<file path="src/rtl/pulse_pacer.sv">
// Paces single-cycle event strobes into pulses spaced exactly GAP cycles apart,
// queueing the backlog in a saturating counter and flagging dropped events.
module pulse_pacer #(
  parameter int GAP   = 8,
  parameter int CNT_W = 4
) (
  input  logic             clk,
  input  logic             rst,
  input  logic             ev_in,
  input  logic             ovf_clr,
  output logic             pulse_out,
  output logic [CNT_W-1:0] pending,
  output logic             ovf,
  output logic             busy
);

  localparam int TW = $clog2(GAP);
  localparam logic [TW-1:0]    RELOAD = TW'(GAP - 1);
  localparam logic [CNT_W-1:0] MAX    = '1;

  typedef enum logic [1:0] {IDLE, ISSUE, HOLD} state_t;

  state_t           state, state_nx;
  logic [TW-1:0]    timer, timer_nx;
  logic [CNT_W-1:0] pend_nx;
  logic             issue, drop;

  always_comb begin
    issue = ((state == IDLE) || (state == HOLD && timer == '0)) &&
            ((pending != '0) || ev_in);
    // A full backlog still accepts an event when an issue frees a slot that cycle.
    drop  = ev_in && !issue && (pending == MAX);

    pend_nx = pending;
    if (ev_in && !issue && !drop)
      pend_nx = pending + 1'b1;
    else if (!ev_in && issue)
      pend_nx = pending - 1'b1;

    // The timer runs through ISSUE as well so the next ISSUE lands exactly GAP later.
    timer_nx = '0;
    if (issue)
      timer_nx = RELOAD;
    else if (timer != '0)
      timer_nx = timer - 1'b1;

    state_nx = state;
    if (issue)
      state_nx = ISSUE;
    else begin
      case (state)
        ISSUE:   state_nx = HOLD;
        HOLD:    state_nx = (timer == '0) ? IDLE : HOLD;
        default: state_nx = IDLE;
      endcase
    end
  end

  always_ff @(posedge clk) begin
    if (rst) begin
      state     <= IDLE;
      timer     <= '0;
      pending   <= '0;
      pulse_out <= 1'b0;
      ovf       <= 1'b0;
      busy      <= 1'b0;
    end else begin
      state     <= state_nx;
      timer     <= timer_nx;
      pending   <= pend_nx;
      pulse_out <= issue;
      ovf       <= drop | (ovf & ~ovf_clr);
      busy      <= (pend_nx != '0) || (state_nx != IDLE);
    end
  end

endmodule

</file>
<file path="config.mk">
export PLATFORM = sky130hd
export DESIGN_NAME = pulse_pacer
export DESIGN_NICKNAME = d
export VERILOG_FILES = /design/src/rtl/pulse_pacer.sv
export SDC_FILE = /design/constraint.sdc
export NUM_CORES = 1
export LEC_CHECK = 0
export ABC_CLOCK_PERIOD_IN_PS = 2250
export CELL_PAD_IN_SITES_DETAIL_PLACEMENT = 1
export CELL_PAD_IN_SITES_GLOBAL_PLACEMENT = 2
export CORE_MARGIN = 10
export CORE_UTILIZATION = 29
export DETAILED_ROUTE_END_ITERATION = 6
export PLACE_DENSITY_LB_ADDON = 0.05
export SLEW_MARGIN = 20
export SYNTH_ARGS = -nofsm -noshare
export SYNTH_HDL_FRONTEND = slang
export SYNTH_SLANG_ARGS = --single-unit
</file>
<file path="constraint.sdc">
create_clock -name clk -period 2.25 [get_ports clk]
set_input_delay 0.5625 -clock clk [delete_from_list [all_inputs] [get_ports clk]]
set_output_delay 0.5625 -clock clk [all_outputs]
set_load 0.005 [all_outputs]
</file>
[Word level (Yosys, flattened, before mapping)]
Cells that the tools add are included.
Word-level totals
  register bits: 12
  input port bits: 4
  word-level logic and storage cells: 40
Cells by class
  add/subtract/negate cells: 3
  equality and inequality tests: 3
  multiplexer cells: 7
  bitwise logic cells: 3
  reductions and logical operators: 18
Operator list (count)
  $mux 4: 2
  $reduce_bool 4->1: 2
  $logic_and 1x1->1: 6
  $mux 3: 2
  $add 4x1->4 const B: 1
  $eq 4x4->1 const B: 1
  $mux 2: 2
  $pmux 2 s2: 1
  $sub 4x1->4 const B: 1
  $logic_not 1->1: 3
  $logic_not 3->1: 1
  $logic_or 1x1->1: 3
  $reduce_bool 3->1: 1
  $sub 3x1->3 const B: 1
  $eq 2x1->1 const B: 1
  $eq 2x2->1 const B: 1
  $logic_not 2->1: 1
  $reduce_bool 2->1: 1
  $and 1x1->1: 1
  $not 1->1: 1
  $or 1x1->1: 1

[Longest topological paths before layout]
  depth in word-level cells: 12
  gate-level depth with buffers: 7

[Least setup slack after synthesis]
Ideal clock, no wire load.
  kind: reg2reg
  start: register state[0]
  end: register busy
  setup time: 0.137 ns
  data arrival time: 1.592 ns
  data required time: 2.113 ns
  slack: 0.521 ns
  stages on the path, launching flop included: 8
  buffers on the path: 0
  cell sequence: dfxtp_1 inv_1 ha_1 a21o_1 or3_4 o21a_1 mux2i_1 a41oi_2
On the way
  word-level cells in the longest chain between the ends: 12
  elaborated cells on any way between the ends: 19
  classes of those cells: 2 x eq/ne; 4 x mux; 13 x reduce/logical
RTL lines
  start: declaration: line 23  | state_t state, state_nx;
  start signal: assignment: line 68  | state <= state_nx;
  $eq 2x2->1: line 29, 51
  $logic_and 1x1->1: line 29  | issue = ((state == IDLE) || (state == HOLD && timer == '0)) &&
  $logic_or 1x1->1: line 29
  $logic_and 1x1->1: line 29
  $logic_not 1->1: line 32, 35
  $logic_and 1x1->1: line 32, 35
  $logic_and 1x1->1: line 32  | drop = ev_in && !issue && (pending == MAX);
  $logic_not 1->1: line 35  | if (ev_in && !issue && !drop)
  $logic_and 1x1->1: line 35
  $mux 4: line 35
  $reduce_bool 4->1: line 73  | busy <= (pend_nx != '0) || (state_nx != IDLE);
  $logic_or 1x1->1 *: line 73
  end signal: assignment: line 73
  end: declaration: line 14  | output logic busy
Mark *: on every way between the ends. The rest lies on a longest branch, timed or not.
A chain may end at the register's enable or synchronous reset.

[Worst setup path in the final report]
  start: input port ev_in
  end: register busy
On the way
  word-level cells in the longest chain between the ends: 10
  elaborated cells on any way between the ends: 15
  classes of those cells: 3 x mux; 12 x reduce/logical
RTL lines
  start: declaration: line 9  | input logic ev_in,
  $logic_or 1x1->1: line 30  | ((pending != '0) || ev_in);
  $logic_and 1x1->1: line 29
  $logic_not 1->1: line 32, 35
  $logic_and 1x1->1: line 32, 35
  $logic_and 1x1->1: line 32
  $logic_not 1->1: line 35
  $logic_and 1x1->1: line 35
  $mux 4: line 35
  $reduce_bool 4->1: line 73
  $logic_or 1x1->1 *: line 73
Marks and branches as above.

==> impl_metrics.toml <==
[clock_tree]
path_clk_slew_ps = 70
clockBufferDepth = 2
cts_resized = 0
clock_latency_ps = 270
htree_levels = 1
cts_sinks = 11
cts_tree = "done"
cts_setup_buffers = 0
cts_hold_buf = 0
clock-root-buffer = "clkbuf_4"
cts_buffers = 3

[synth]
yosysSeqAreaShare_pct = 34.0
synth_cells = 76
syn_area_per_cell_um2 = 8.53
synth-main-ff-cell = "dfxtp_1"
synth_warnings = 0
syn_area_um2 = 648
synthArstFlopShare_pct = 0
ys_types = 28
synth_edf_count = 0
synth-seq-cells = 11
synth_nets = 87

[placed_design]
place.gp.congestion = 0.747
dp.cells = 115
dpl-instance-area_um2 = 795
dp_slack_ps = -37.1
hpwl_mm = 1.31
io_buffers = 10

[floorplanning]
initial_core_util_pct = 29.9
die_height_um = 67.3
die_w_um = 67.3
core_mm2 = 0.00217
row_count = 17
die-area_mm2 = 0.00453
ios = 11

[grt]
grt_overflow_total = 0
grt_pass1_wl_mm = 2.75
track_usage_pct = 7.66
grt_pass1_vias = 581
antenna_found_initial = 0
grt_max_degree = 12

[critical_path]
cp-start-kind = "input port"
reg2reg_from = "timer[2]"
timing.rr.end = "busy"
critPathMaxFanout = 6
critPathKind = "in -> reg"
cp-end-kind = "flip-flop"
cp.arrival_ps = 2130
r2r_cells = 7
r2r_slack_ps = 290
required_ps = 2380

[cells_and_area]
nets = 103
fin_util_pct = 37.9
drive_gt1_share_pct = 13.2
diodes = 0
syn_to_final_growth_pct = 26.8
fillers = 281
postLayoutCellArea_um2 = 822
finalNonFillerCells = 119

[power_and_ir_drop]
p_switching_mw = 0.402
power.internal_mw = 0.582
comb_power_share_pct = 53.4
p_leak_nw = 0.334
p_clk_share_pct = 13.6
sequentialPowerShare_pct = 33.0
p_per_area_mw_per_mm2 = 1200
p_sw_share_pct = 40.9
ir_drop_uv = 455

[sta]
layout_min_cycle_time_ps = 2000
fin_worst_skew_ps = 5.70
tightest_slew_ps = 425
setup_viol = 0
timing.slew.headroom_pct = 71.6
clock.fmax_ghz = 0.501
maxSlewViolCount = 0
finalHoldViolations = 0
rsz0062_at_grt = "false"
fin_setup_tns_ps = 0
finalWorstSetupSlack_ps = 253
fin_crit_sh_pct = 88.7

[drt]
routedWlPerCell_um = 13.7
drc = 0
drt_iter0_drc = 8
wirelength_mm = 1.63
vias_per_cell = 4.92
drtPass1Iterations = 4
routed-via-count = 585
ant_nets = 0

[hold_path]
hold_path_end = "timer[1]"
min-delay-start = "timer[1]"
hold_depth = 2
hold_class = "reg -> reg"

[job]
maxCapViolCount = 0

[run_status]
outcome = "finished, final reports clean"
## cell type report
cell class / count / area [um2] / area share [%]
multi-input combinational: 55 / 390 / 47.5
sequential: 11 / 220 / 26.8
timing repair buffer: 12 / 115 / 14.0
tap: 28 / 35.0 / 4.26
inverter: 9 / 33.8 / 4.11
clock buffer: 3 / 22.5 / 2.74
clock inverter: 1 / 5.00 / 0.609
## synth_stat cells, types with 2 or more instances
| cell | count | area, um2 |
|---|---|---|
| a21oi_1 | 6 | 30.0 |
| a31oi_1 | 2 | 12.5 |
| and3_1 | 3 | 18.8 |
| dfxtp_1 | 11 | 220 |
| ha_1 | 7 | 87.6 |
| inv_1 | 9 | 33.8 |
| nand2_1 | 5 | 18.8 |
| nor2_1 | 10 | 37.5 |
| nor3b_1 | 2 | 15.0 |
| o21ai_0 | 2 | 10.0 |
| xnor2_1 | 2 | 17.5 |
## stage by stage
stage | power, mW | hold WS [ps]
after floorplan | 0.664 | 458
after global placement | 0.854 | 474
after detailed placement | 0.864 | 482
after CTS | 1.00 | 499
after global routing | 1.08 | 541
final | 0.985 | 494
## placed cells by master, fill, tap and decap left out, types with 3 or more instances in the layout
cell | Yosys | routed
nor2_1 | 10 | 10
and3_1 | 3 | 3
a21oi_1 | 6 | 6
nand2_1 | 5 | 5
dfxtp_1 | 11 | 11
inv_1 | 9 | 9
clkbuf_4 | 0 | 3
ha_1 | 7 | 7
clkdlybuf4s50_1 | 0 | 10
## worst max-delay path, stage by stage
cell and delay [ps]:
clkdlybuf4s50_1 560, inv_1 80, or3_4 410, o21a_1 120, mux2i_1 240, a41oi_2 150
## flip-flops by register name, indices dropped and copies added, names as in the netlist
name	cells
ovf	1
timer	3
busy	1
pending	4
state	2
## per-layer routing
| metal | global-route usage, % | vias up | share of wire [%] |
|---|---|---|---|
| li1 | - | 294 | - |
| met1 | 10.2 | 282 | 46 |
| met2 | 11.1 | 9 | 48 |
| met3 | 2.31 | 0 | 6.1 |
| met4 | 3.08 | 0 | 0 |
| met5 | 0 | - | 0 |
## logic make-up after synthesis
family / after synthesis / share of synthesized area [%]
AOI/OAI and AO/OA: 19 / 21.8
xor gates and xnor gates: 2 / 2.70
adders and majority gates: 7 / 13.5
buffers and inverters: 10 / 5.79
DFF: 11 / 34.0
muxes: 1 / 1.54
and+or+nand+nor: 26 / 20.7
## power by group through the flow
| stage | clock (mW) | sequential, mW | combinational, mW |
|---|---|---|---|
| 2_1_floorplan | 0 | 0.318 | 0.346 |
| 3_3_place_gp | 0 | 0.325 | 0.529 |
| 3_5_place_dp | 0 | 0.328 | 0.535 |
| 4_1_cts | 0.139 | 0.325 | 0.539 |
| 5_1_grt | 0.148 | 0.336 | 0.593 |
| 6_report | 0.134 | 0.324 | 0.526 |
## how the worst max path moves through the flow
stage,start,end,cells after the start
2_1_floorplan,state[0],busy,7
3_3_place_gp,ev_in,busy,6
3_5_place_dp,ev_in,busy,6
4_1_cts,ev_in,busy,6
5_1_grt,timer[0],busy,7
6_report,ev_in,busy,6
Power figures use the tool's default switching activity.
